==> src/rtl/power_pkg.sv <==
// Shared definitions for the power-domain sequencer: FSM encoding and default parameters.
package power_pkg;

    localparam int unsigned DEF_NUM_DOMAINS = 4;
    localparam int unsigned DEF_ISO_CYCLES  = 2;
    localparam int unsigned DEF_ACK_TIMEOUT = 255;
    localparam int unsigned CNT_W           = 8;

    typedef enum logic [2:0] {
        ST_IDLE,
        ST_ISO_ON,
        ST_SAVE,
        ST_PWR_OFF,
        ST_PWR_ON,
        ST_RESTORE,
        ST_RST_REL,
        ST_ISO_OFF
    } seq_state_e;

endpackage

==> src/rtl/pwr_rr_arbiter.sv <==
// Round-robin picker: first eligible domain at or after rr_ptr, wrapping around.
module pwr_rr_arbiter #(
    parameter int unsigned NUM_REQ = 4,
    localparam int unsigned IW = (NUM_REQ > 1) ? $clog2(NUM_REQ) : 1
) (
    input  logic [NUM_REQ-1:0] eligible,
    input  logic [IW-1:0]      rr_ptr,
    output logic               grant_valid,
    output logic [IW-1:0]      grant_idx
);

    logic [IW-1:0] cand;

    always_comb begin
        grant_valid = 1'b0;
        grant_idx   = '0;
        cand        = '0;
        for (int unsigned k = 0; k < NUM_REQ; k++) begin
            cand = IW'((32'(rr_ptr) + k) % NUM_REQ);
            if (!grant_valid && eligible[cand]) begin
                grant_valid = 1'b1;
                grant_idx   = cand;
            end
        end
    end

endmodule

==> src/rtl/power_domain_sequencer.sv <==
// Sequences one power domain at a time through isolation, retention, switch and reset
// steps; round-robin arbitration picks the next domain whose request differs from its state.
module power_domain_sequencer
    import power_pkg::*;
#(
    parameter int unsigned NUM_DOMAINS = DEF_NUM_DOMAINS,
    parameter int unsigned ISO_CYCLES  = DEF_ISO_CYCLES,
    parameter int unsigned ACK_TIMEOUT = DEF_ACK_TIMEOUT,
    localparam int unsigned IDX_W = (NUM_DOMAINS > 1) ? $clog2(NUM_DOMAINS) : 1
) (
    input  logic                   clk,
    input  logic                   reset,
    input  logic [NUM_DOMAINS-1:0] req_on,
    input  logic [NUM_DOMAINS-1:0] pwr_ack,
    output logic [NUM_DOMAINS-1:0] pwr_switch_en,
    output logic [NUM_DOMAINS-1:0] iso_en,
    output logic [NUM_DOMAINS-1:0] ret_save,
    output logic [NUM_DOMAINS-1:0] ret_restore,
    output logic [NUM_DOMAINS-1:0] domain_rst,
    output logic [NUM_DOMAINS-1:0] domain_on,
    output logic                   busy,
    output logic [IDX_W-1:0]       active_idx,
    output logic [NUM_DOMAINS-1:0] timeout_err
);

    seq_state_e             state_q, state_d;
    logic [CNT_W-1:0]       cnt_q, cnt_d;
    logic [IDX_W-1:0]       rr_ptr_q, rr_ptr_d;
    logic [IDX_W-1:0]       idx_d;
    logic                   busy_d;
    logic [NUM_DOMAINS-1:0] switch_d, iso_d, rst_d, on_d, save_d, restore_d, err_d;
    logic [NUM_DOMAINS-1:0] eligible;
    logic                   grant_valid;
    logic [IDX_W-1:0]       grant_idx;
    logic                   iso_done, ack_expired;

    // A timed-out domain stays parked until its request is withdrawn.
    assign eligible    = (req_on ^ domain_on) & ~timeout_err;
    assign iso_done    = (32'(cnt_q) + 32'd1) >= ISO_CYCLES;
    assign ack_expired = (32'(cnt_q) + 32'd1) >= ACK_TIMEOUT;

    pwr_rr_arbiter #(
        .NUM_REQ (NUM_DOMAINS)
    ) u_arb (
        .eligible    (eligible),
        .rr_ptr      (rr_ptr_q),
        .grant_valid (grant_valid),
        .grant_idx   (grant_idx)
    );

    always_comb begin
        state_d   = state_q;
        cnt_d     = cnt_q;
        rr_ptr_d  = rr_ptr_q;
        idx_d     = active_idx;
        busy_d    = busy;
        switch_d  = pwr_switch_en;
        iso_d     = iso_en;
        rst_d     = domain_rst;
        on_d      = domain_on;
        save_d    = '0;
        restore_d = '0;
        err_d     = timeout_err;
        case (state_q)
            ST_IDLE: begin
                err_d = timeout_err & req_on;
                if (grant_valid) begin
                    idx_d    = grant_idx;
                    busy_d   = 1'b1;
                    rr_ptr_d = IDX_W'((32'(grant_idx) + 32'd1) % NUM_DOMAINS);
                    if (req_on[grant_idx]) begin
                        state_d             = ST_PWR_ON;
                        switch_d[grant_idx] = 1'b1;
                    end else begin
                        state_d          = ST_ISO_ON;
                        iso_d[grant_idx] = 1'b1;
                    end
                end
            end
            ST_ISO_ON: begin
                if (iso_done) begin
                    state_d              = ST_SAVE;
                    save_d[active_idx]   = 1'b1;
                end
            end
            ST_SAVE: begin
                state_d              = ST_PWR_OFF;
                switch_d[active_idx] = 1'b0;
                rst_d[active_idx]    = 1'b1;
            end
            ST_PWR_OFF: begin
                // Either way the domain ends up off; a late ack only flags the error.
                if (!pwr_ack[active_idx] || ack_expired) begin
                    state_d            = ST_IDLE;
                    busy_d             = 1'b0;
                    on_d[active_idx]   = 1'b0;
                    if (pwr_ack[active_idx]) begin
                        err_d[active_idx] = 1'b1;
                    end
                end
            end
            ST_PWR_ON: begin
                if (pwr_ack[active_idx]) begin
                    state_d               = ST_RESTORE;
                    restore_d[active_idx] = 1'b1;
                end else if (ack_expired) begin
                    state_d              = ST_IDLE;
                    busy_d               = 1'b0;
                    switch_d[active_idx] = 1'b0;
                    iso_d[active_idx]    = 1'b1;
                    rst_d[active_idx]    = 1'b1;
                    on_d[active_idx]     = 1'b0;
                    err_d[active_idx]    = 1'b1;
                end
            end
            ST_RESTORE: begin
                state_d           = ST_RST_REL;
                rst_d[active_idx] = 1'b0;
            end
            ST_RST_REL: begin
                state_d = ST_ISO_OFF;
            end
            ST_ISO_OFF: begin
                if (iso_done) begin
                    state_d           = ST_IDLE;
                    busy_d            = 1'b0;
                    iso_d[active_idx] = 1'b0;
                    on_d[active_idx]  = 1'b1;
                end
            end
            default: begin
                state_d = ST_IDLE;
            end
        endcase
        // Wait counter restarts on every state change and saturates otherwise.
        if (state_d != state_q) begin
            cnt_d = '0;
        end else if (cnt_q != '1) begin
            cnt_d = cnt_q + CNT_W'(1);
        end
    end

    always_ff @(posedge clk) begin
        if (reset) begin
            state_q       <= ST_IDLE;
            cnt_q         <= '0;
            rr_ptr_q      <= '0;
            busy          <= 1'b0;
            active_idx    <= '0;
            timeout_err   <= '0;
            pwr_switch_en <= '1;
            domain_on     <= '1;
            iso_en        <= '0;
            domain_rst    <= '0;
            ret_save      <= '0;
            ret_restore   <= '0;
        end else begin
            state_q       <= state_d;
            cnt_q         <= cnt_d;
            rr_ptr_q      <= rr_ptr_d;
            busy          <= busy_d;
            active_idx    <= idx_d;
            timeout_err   <= err_d;
            pwr_switch_en <= switch_d;
            domain_on     <= on_d;
            iso_en        <= iso_d;
            domain_rst    <= rst_d;
            ret_save      <= save_d;
            ret_restore   <= restore_d;
        end
    end

endmodule

==> config.mk <==
export PLATFORM = sky130hd
export DESIGN_NAME = power_domain_sequencer
export DESIGN_NICKNAME = d
export VERILOG_FILES = /design/src/rtl/power_pkg.sv /design/src/rtl/pwr_rr_arbiter.sv /design/src/rtl/power_domain_sequencer.sv
export SDC_FILE = /design/constraint.sdc
export NUM_CORES = 1
export LEC_CHECK = 0
export ABC_AREA = 1
export ABC_CLOCK_PERIOD_IN_PS = 9100
export BUFFER_PORTS_ARGS = -buffer_cell sky130_fd_sc_hd__buf_2
export CAP_MARGIN = 0
export CORE_MARGIN = 4
export CORE_UTILIZATION = 45
export DETAILED_ROUTE_END_ITERATION = 10
export GPL_TIMING_DRIVEN = 1
export HOLD_SLACK_MARGIN = 0.06
export PLACE_DENSITY = 0.63
export SETUP_SLACK_MARGIN = 0.2
export SLEW_MARGIN = 25
export SYNTH_ARGS = -nofsm -noshare
export SYNTH_HDL_FRONTEND = slang
export SYNTH_HIERARCHICAL = 1
export SYNTH_SLANG_ARGS = --single-unit
==> constraint.sdc <==
create_clock -name clk -period 9.1 [get_ports clk]
set_input_delay 2.73 -clock clk [delete_from_list [all_inputs] [get_ports clk]]
set_output_delay 2.73 -clock clk [all_outputs]
set_load 0.05 [all_outputs]
==> flow_summary.toml, run 1 <==
[synthesis]
ys_warn_count = 6
synth_flop_cell = "dfxtp_1"
syn_area_um2 = 2930
synth_nets = 452
seq_area_frac_synth_pct = 30.0
synth_edf_count = 0
postSynthAreaPerCell_um2 = 6.82
async_flop_share_pct = 0
yosysUniqueCellTypes = 36
synth-seq-cells = 44
syn_inst = 430

[floorplanning]
num_rows = 29
die_h_um = 88.7
core_area_um2 = 6350
dieArea_um2 = 7880
initial_core_util_pct = 46.2
io_pins = 41
die-width_um = 88.7

[setup_path]
endpoint_kind = "register"
critical_path.startpoint_type = "primary input"
arrival_ps = 5230
crit_required_ps = 9350
critical_path_class = "primary input to register"
path_cells = "buf_2 > xnor2_1 > nor2_1 > inv_1 > nand2_1 > nand3_2 > nand2_4 > nor2_1 > nor2_2 > nand2_1 > nand2_1 > inv_1 > inv_1 > o21ai_0 > o22a_1 > o21ai_1 > inv_1 > o21ai_1 > nand2_1 > nand2_1 > nand3_1 > nor2_2 > nand3_4 > nor2_2"
slowest_delay_ps = 200
crit_fanout = 8
slowest_stage = "o22a_1"
crit_top_cell = "nand2_1"

[timing]
finalSetupTns_ps = 0
finClkSkew_ps = 12.9
finalCriticalPeriod_ps = 4980
final_max_slew_viol_count = 0
slew_headroom_pct = 65.5
tightest_slew_ps = 517
fin_crit_sh_pct = 54.8
fmax_ghz = 0.201
fin_ws_ps = 4120
grt_setup_unrepaired = "false"
finalSetupViolCount = 0
report.final.hold_viol_count = 0

[detailed_routing]
drtPass1Iterations = 4
dr.first_iter.drc_count = 169
ant_nets = 0
drcViolationCount = 0
avgViaCountPerCell = 5.10
via_count = 2796
wl_per_cell_um = 13.3
finalWirelength_mm = 7.30

[min_path]
min_path_type = "register to register"

[finish]
fin_area_um2 = 3310
drive_above_1_share_pct = 24.0
fill_cells = 636
area_growth_pct = 12.7
diodes = 0
fin_nets = 492

[grt]
overflow = 0
grt_util_all_layers_pct = 20.2
grt_max_degree = 22
grt_pass1_wl_mm = 12.5
grt_pass1_vias = 2653
antenna_found_initial = 0

[place]
hpwl_mm = 5.75
place_area_um2 = 3190
place.gp.congestion = 0.915
post-place-ws_ps = 3800
port-buffer-count = 40

[clock_tree]
clockBufferDepth = 2
clock_latency_ps = 310
cts_setup_buffers = 0
path_clk_slew_ps = 90
cts_resized = 0
cts_buffers = 5
cts.sinks = 44
cts_hold_repair.buffers = 0
clockRootBuffer = "clkbuf_8"
cts_tree = "done"
cts_max_level = 2

[pwr]
finalPower_mw = 1.19
powerDensity_nw_per_um2 = 359
p_leak_nw = 1.61
max-vdd-ir-drop_uv = 207

[status]
run_status = "complete, no violations"

[run]
maxCapViolCount = 0
worst max-delay path, delay by kind of cell:
family                 cells  cell delay, ps
AO/OA/AOI/OAI              4             500
XOR/XNOR                   1             110
buffers and inverters      5             480
AND/OR/NAND/NOR           14            1370
placed cells by master, fill, tap and decap left out, drive strengths merged:
cell type and n:
nor3 3, o211ai 5, a211oi 4, bufinv 1, nor4 1, clkbuf 5, a21oi 34, o31ai 1
inv 65, nand2 104, ha 12, xnor2 4, nand3 44, a211o 3, nand4 5, xor2 1
nor2 68, dfxtp 44, or2 1, clkinvlp 1, o22a 1, o21ai 23, buf 40, nand3b 1
metrics by stage:
stage / std cells / hold slack, ps / utilization [%]
global route: 548 / 495 / 52.1
global placement: 540 / 449 / 50.3
floorplan: 430 / 544 / -
finish: 548 / 475 / 52.1
detailed placement: 540 / 465 / 50.3
CTS: 548 / 480 / 52.1
power by group:
group / switching (mW) / total (mW) / internal [mW] / leakage (nW)
logic: 0.520 / 0.750 / 0.230 / 1.20
registers: 0.0454 / 0.278 / 0.233 / 0.359
clock network: 0.0770 / 0.160 / 0.0828 / 0.0548
total: 0.643 / 1.19 / 0.545 / 1.61
routing by layer:
metal	global-route usage [%]	part of all wire [%]
met5	0	0
met2	31.2	45
met3	3.91	5.8
met4	6.87	1.6
met1	28.0	48
area by class of cell:
cell class / count / area (µm²) / share of cell area (%)
clock buffers: 5 / 68.8 / 2.08
clock inverters: 3 / 46.3 / 1.40
inverters: 64 / 240 / 7.26
multi-input cells: 315 / 1770 / 53.7
flip-flops and latches: 44 / 881 / 26.6
well taps: 77 / 96.3 / 2.91
repair buffers: 40 / 200 / 6.05
logic make-up (layout without fill, tap and decap cells):
family	count (synthesis)	in the layout	synth area share, %
AOI/OAI and AO/OA	71	71	13.6
adders and majority gates	12	12	5.12
DFF	44	44	30.0
buffers and inverters	71	112	9.51
and+or+nand+nor	227	227	40.3
xor gates and xnor gates	5	5	1.49
cell usage after synthesis (2+ instances only):
cell / n / area (µm²)
clkbuf_1: 4 / 15.0
xnor2_1: 4 / 35.0
nand2_4: 3 / 33.8
a21oi_1: 33 / 165
o211ai_1: 5 / 37.5
a211o_1: 3 / 26.3
a211oi_1: 4 / 30.0
dfxtp_1: 44 / 881
ha_1: 12 / 150
nand3_1: 33 / 165
nand2_1: 87 / 327
o21ai_0: 18 / 90.1
nor2_1: 45 / 169
nand4_1: 4 / 25.0
inv_2: 10 / 37.5
nand2_2: 14 / 87.6
nor2_2: 17 / 106
nand3_4: 3 / 52.6
nor2_4: 5 / 56.3
o21ai_1: 5 / 25.0
inv_1: 54 / 203
nor3_1: 2 / 10.0
nand3_2: 8 / 80.1
final timing paths:
path                             endpoint  cells after the start        start  slack [ps]
worst min register to register  iso_en[2]                      2    iso_en[2]         470
worst max register to register   cnt_q[4]                     21  rr_ptr_q[0]        6140
worst max-delay path             cnt_q[4]                     24    req_on[2]        4120
worst min-delay path            iso_en[2]                      2    iso_en[2]         470
No activity file was read; power rests on OpenSTA's default activity.
==> run 2: changes to the inputs <==
- ABC_AREA: 1 -> 0
- ABC_CLOCK_PERIOD_IN_PS: 9100 -> 4000
- PLACE_DENSITY: 0.63 -> 0.66
- clock period: 9.1 -> 4 ns (I/O delays scaled with it)
==> run 2 against run 1 <==
  * Area after synthesis decreased by 3.9%
  * Sequential power increased by 110%
  * Combinational power increased by 63%
  * Global-route usage decreased by 0.12 points
  * Core utilization increased by 0.68 points
  * Critical path depth decreased by 12
  * Final cell count decreased by 17%
  * Sequential cell count unchanged
  * Register-to-register slack got worse by 5100 ps
  * Wire length increased by 3.8%
==> flow_summary.toml, run 2 <==
[place]
place.gp.congestion = 0.900
port-buffer-count = 40
place_area_um2 = 3010
place_inst = 445
hpwl_mm = 5.61

[timing]
fin_crit_sh_pct = 90.9
slew_headroom_pct = 29.3
finalCriticalPeriod_ps = 3630
finClkSkew_ps = 14.8
grt_setup_unrepaired = "true"
tightest_slew_ps = 1050
whs_ps = 504
final_max_slew_viol_count = 0
finalSetupTns_ps = 0
fmax_ghz = 0.275
report.final.hold_viol_count = 0
finalSetupViolCount = 0

[setup_path]
slowest_delay_ps = 610
crit_top_cell = "xnor2_1"
worstSetupEndpoint = "cnt_q[1]"
reg2reg_depth = 11
r2r_end = "cnt_q[1]"
reg2reg_slack_ps = 1010
crit_fanout = 8
path_cells = "buf_2 > xnor2_1 > nor2_1 > inv_1 > a221o_1 > a21oi_2 > mux4_2 > xnor2_1 > a21oi_1 > or2_2 > a211o_1 > nor4_1"
cp-startpoint = "req_on[1]"
slowest_stage = "mux4_2"
arrival_ps = 3850
critical_path_class = "primary input to register"
critical_path.startpoint_type = "primary input"
crit_required_ps = 4210
endpoint_kind = "register"

[synthesis]
yosys-top-cells-count = "dfxtp_1, nor2_1, a21oi_1"
synth_nets = 374
postSynthAreaPerCell_um2 = 8.01
ys_warn_count = 6
seq_area_frac_synth_pct = 31.2
synth_flop_cell = "dfxtp_1"
synth_top_cell_by_area = "dfxtp_1"
synth_edf_count = 0
synth_top_area_share_pct = 31.2
yosysMostFrequentCell = "dfxtp_1"
syn_inst = 352
yosysUniqueCellTypes = 57
syn_area_um2 = 2820
synth_area_leaders = "dfxtp_1, nor2_1, ha_1, a21oi_1, o21ai_0"
synth-seq-cells = 44
async_flop_share_pct = 0

[clock_tree]
cts.sinks = 44
path_clk_slew_ps = 90
cts_hold_repair.buffers = 0
cts_tree = "done"
cts_max_level = 2
clock_latency_ps = 300
clockBufferDepth = 2
clockRootBuffer = "clkbuf_8"
cts_buffers = 5

[finish]
final_cell_mix = "dfxtp_1, nor2_1, buf_2"
final_common_cell = "dfxtp_1"
fin_area_um2 = 3160
fin_util_pct = 52.8
area_growth_pct = 12.1
diodes = 0
fin_nets = 400
drive_above_1_share_pct = 19.0
fin_cells = 454

[grt]
overflow = 0
grt_util_all_layers_pct = 20.1
grt_pass1_vias = 2466
grt_pass1_wl_mm = 12.3
grt_max_degree = 35
antenna_found_initial = 0

[detailed_routing]
drcViolationCount = 0
avgViaCountPerCell = 6.02
ant_nets = 0
finalWirelength_mm = 7.58
drtPass1Iterations = 5
dr.first_iter.drc_count = 187
via_count = 2733
wl_per_cell_um = 16.7

[floorplanning]
num_rows = 28
dieArea_um2 = 7590
core_area_um2 = 5990
die_h_um = 87.1
die-width_um = 87.1
initial_core_util_pct = 47.1
io_pins = 41

[run]
maxCapViolCount = 0

[pwr]
powerDensity_nw_per_um2 = 686
p_leak_nw = 1.25
max-vdd-ir-drop_uv = 355

[status]
run_status = "complete, no violations"

[min_path]
min_path_type = "register to register"
run 2: area by class of cell:
type                            count  area [µm²]
Tap cell                           75        93.8
Multi-Input combinational cell    264        1760
Inverter                           19        71.3
Sequential cell                    44         881
Timing Repair Buffer               44         230
Clock inverter                      2        38.8
Clock buffer                        6        82.6
Fill cell                         599        2830
run 2: cells by family (layout without fill, tap and decap cells):
| group | after synthesis | after routing | share of synthesized area, % |
|---|---|---|---|
| xor+xnor | 11 | 11 | 3.42 |
| simple gates | 136 | 136 | 26.1 |
| compound gates | 101 | 101 | 24.6 |
| buf+inv | 44 | 71 | 7.01 |
| mux | 4 | 4 | 2.31 |
| flops | 44 | 44 | 31.2 |
| fa+ha+maj | 12 | 12 | 5.33 |
run 2: worst min path at each step:
| stage | start | endpoint | slack, ps | cells after the start |
|---|---|---|---|---|
| after global routing | pwr_switch_en[2] | pwr_switch_en[2] | 530 | 2 |
| final | timeout_err[3] | timeout_err[3] | 500 | 2 |
| after CTS | timeout_err[3] | timeout_err[3] | 510 | 2 |
| after detailed placement | timeout_err[3] | timeout_err[3] | 500 | 2 |
| after floorplan | rr_ptr_q[0] | rr_ptr_q[0] | 510 | 2 |
| after global placement | timeout_err[2] | timeout_err[2] | 490 | 2 |
run 2: critical path: cells and delay by family:
family	cells	cell delay, ps
AOI/OAI and AO/OA	4	880
muxes	1	610
buffers and inverters	2	200
and+or+nand+nor	3	640
xor gates and xnor gates	2	310
run 2: what timing repair did:
action	CTS	global route
endpoints found under the setup margin	0	10
resized for setup	0	4
buffers inserted	0	1
run 2: layer usage:
layer  up-vias  share of wire (%)  wire [µm]  GRT usage, %
li1       1342                  -          -             -
met1      1284                 44       3360          27.0
met2        96                 48       3620          33.7
met3        11                6.6        503          2.84
met4         0                1.3         95          5.02
met5         -                  0          0             0
run 2: power by group:
part | switching, mW | internal [mW]
clock | 0.163 | 0.205
combinational | 0.810 | 0.407
sequential | 0.0751 | 0.508
run 2: through the flow:
step	setup WS, ps	power [mW]
6_report	365	2.17
5_1_grt	103	2.33
4_1_cts	357	2.14
3_5_place_dp	70.6	1.77
3_3_place_gp	113	1.75
2_1_floorplan	204	1.50
==> run 3: changes to the inputs <==
- CELL_PAD_IN_SITES_DETAIL_PLACEMENT: not set -> 0
- CELL_PAD_IN_SITES_GLOBAL_PLACEMENT: not set -> 1
- CORE_UTILIZATION: 45 -> 38
- PLACE_DENSITY: 0.66 -> 0.74
==> run 3 against run 2 <==
  * Sequential power increased by 3%
  * Core utilization decreased by 8.5 points
  * Worst hold slack improved by 6.6 ps
  * Critical endpoint is now iso_en[2]
  * Largest power group unchanged
==> flow_summary.toml, run 3 (synthesis gave the netlist of run 2 again) <==
[status]
run_status = "complete, no violations"

[finish]
register_area_um2 = 881
fin_nets = 401
drive_above_1_share_pct = 19.2
final_cell_mix = "dfxtp_1, nor2_1, buf_2"
diodes = 0
area_growth_pct = 13.3
fill_cells = 751
final_common_cell = "dfxtp_1"
multiInputGateArea_um2 = 1760
fin_util_pct = 44.3

[clock_tree]
cts_tree = "done"
cts_max_level = 2
clockRootBuffer = "clkbuf_8"
clock_latency_ps = 300
cts_hold_repair.buffers = 0
cts.sinks = 44
path_clk_slew_ps = 90
cts_buffers = 5
clockBufferDepth = 2

[floorplanning]
die-width_um = 94.1
dieArea_um2 = 8860
io_pins = 41
num_rows = 31
die_h_um = 94.1
initial_core_util_pct = 39.1
core_area_um2 = 7210

[setup_path]
critical_path_class = "primary input to register"
reg2reg_depth = 12
worstSetupEndpoint = "iso_en[2]"
cp-startpoint = "req_on[1]"
crit_required_ps = 4220
reg2reg_slack_ps = 1040
crit_fanout = 5
r2r_end = "iso_en[2]"
endpoint_kind = "register"
arrival_ps = 3840
critical_path.startpoint_type = "primary input"

[detailed_routing]
wl_per_cell_um = 16.5
avgViaCountPerCell = 5.66
finalWirelength_mm = 7.88
dr.first_iter.drc_count = 133
drtPass1Iterations = 4
drcViolationCount = 0
via_count = 2712
ant_nets = 0

[pwr]
p_leak_nw = 1.24
powerDensity_nw_per_um2 = 680
finalPower_mw = 2.17
max-vdd-ir-drop_uv = 221

[grt]
antenna_found_initial = 0
grt_pass1_vias = 2423
overflow = 0
grt_max_degree = 35
grt_util_all_layers_pct = 17.9
grt_pass1_wl_mm = 12.6

[timing]
finClkSkew_ps = 7.40
final_max_slew_viol_count = 0
finalSetupViolCount = 0
slew_headroom_pct = 53.3
tightest_slew_ps = 699
fmax_ghz = 0.276
grt_setup_unrepaired = "false"
fin_crit_sh_pct = 90.6
finalCriticalPeriod_ps = 3620
report.final.hold_viol_count = 0

[place]
hpwl_mm = 5.84
place.gp.congestion = 0.851
port-buffer-count = 40

[min_path]
min_path_type = "register to register"

[run]
maxCapViolCount = 0
run 3: cell count changes in the layout (fill, tap and decap cells not counted), sizes merged:
cell      change
inv           +1
clkinvlp      +1
clkbuf        -1
clkinv        -1
buf           +1
run 3: per-stage QoR:
| step | instances | cell area (µm²) | TNS (ps) | hold WS (ps) | setup WS (ps) |
|---|---|---|---|---|---|
| after floorplan | 352 | 2830 | 0 | 511 | 204 |
| after global placement | 470 | 3050 | 0 | 489 | 109 |
| after detailed placement | 470 | 3050 | -16.6 | 496 | -16.6 |
| after CTS | 478 | 3170 | 0 | 511 | 288 |
| after global routing | 479 | 3190 | 0 | 537 | 243 |
| final | 479 | 3190 | 0 | 510 | 376 |
run 3: worst min path at each step:
| stage | start | end | slack (ps) | depth (start not counted) |
|---|---|---|---|---|
| CTS | timeout_err[2] | timeout_err[2] | 510 | 2 |
| global placement | timeout_err[2] | timeout_err[2] | 490 | 2 |
| finish | timeout_err[2] | timeout_err[2] | 510 | 2 |
| floorplan | rr_ptr_q[0] | rr_ptr_q[0] | 510 | 2 |
| detailed placement | timeout_err[2] | timeout_err[2] | 500 | 2 |
| global route | timeout_err[2] | timeout_err[2] | 540 | 2 |
run 3: power breakdown:
group / switching, mW / internal (mW) / total [mW]
Sequential: 0.0934 / 0.508 / 0.602
Clock: 0.174 / 0.188 / 0.362
Combinational: 0.796 / 0.413 / 1.21
run 3: timing repair:
| item | CTS | global route |
|---|---|---|
| buffers inserted | 0 | 1 |
| setup endpoints to repair | 0 | 5 |
| resized for setup | 0 | 4 |
run 3: final cells by class:
type                       instances  share of cell area, %
clock buffer                       5                   2.16
clock inverter                     3                   1.45
inverter                          19                   2.23
multi-input combinational        264                   55.3
sequential                        44                   27.6
tap                               99                   3.88
timing repair buffer              45                   7.45
run 3: routing by layer:
layer | track usage, % | routed length (µm)
met5 | 0 | 0
met4 | 5.29 | 95
met3 | 2.80 | 373
met2 | 28.7 | 3720
met1 | 24.7 | 3690
run 3: worst max-delay path: stages:
cell and delay, ps:
buf_2 120, xnor2_1 120, nor2_1 170, inv_1 80, a221o_1 330, a21oi_2 190, mux4_2 600, nor3b_1 230
o21ai_0 130, a311oi_2 250, buf_4 160, a21oi_1 60, a211oi_1 200
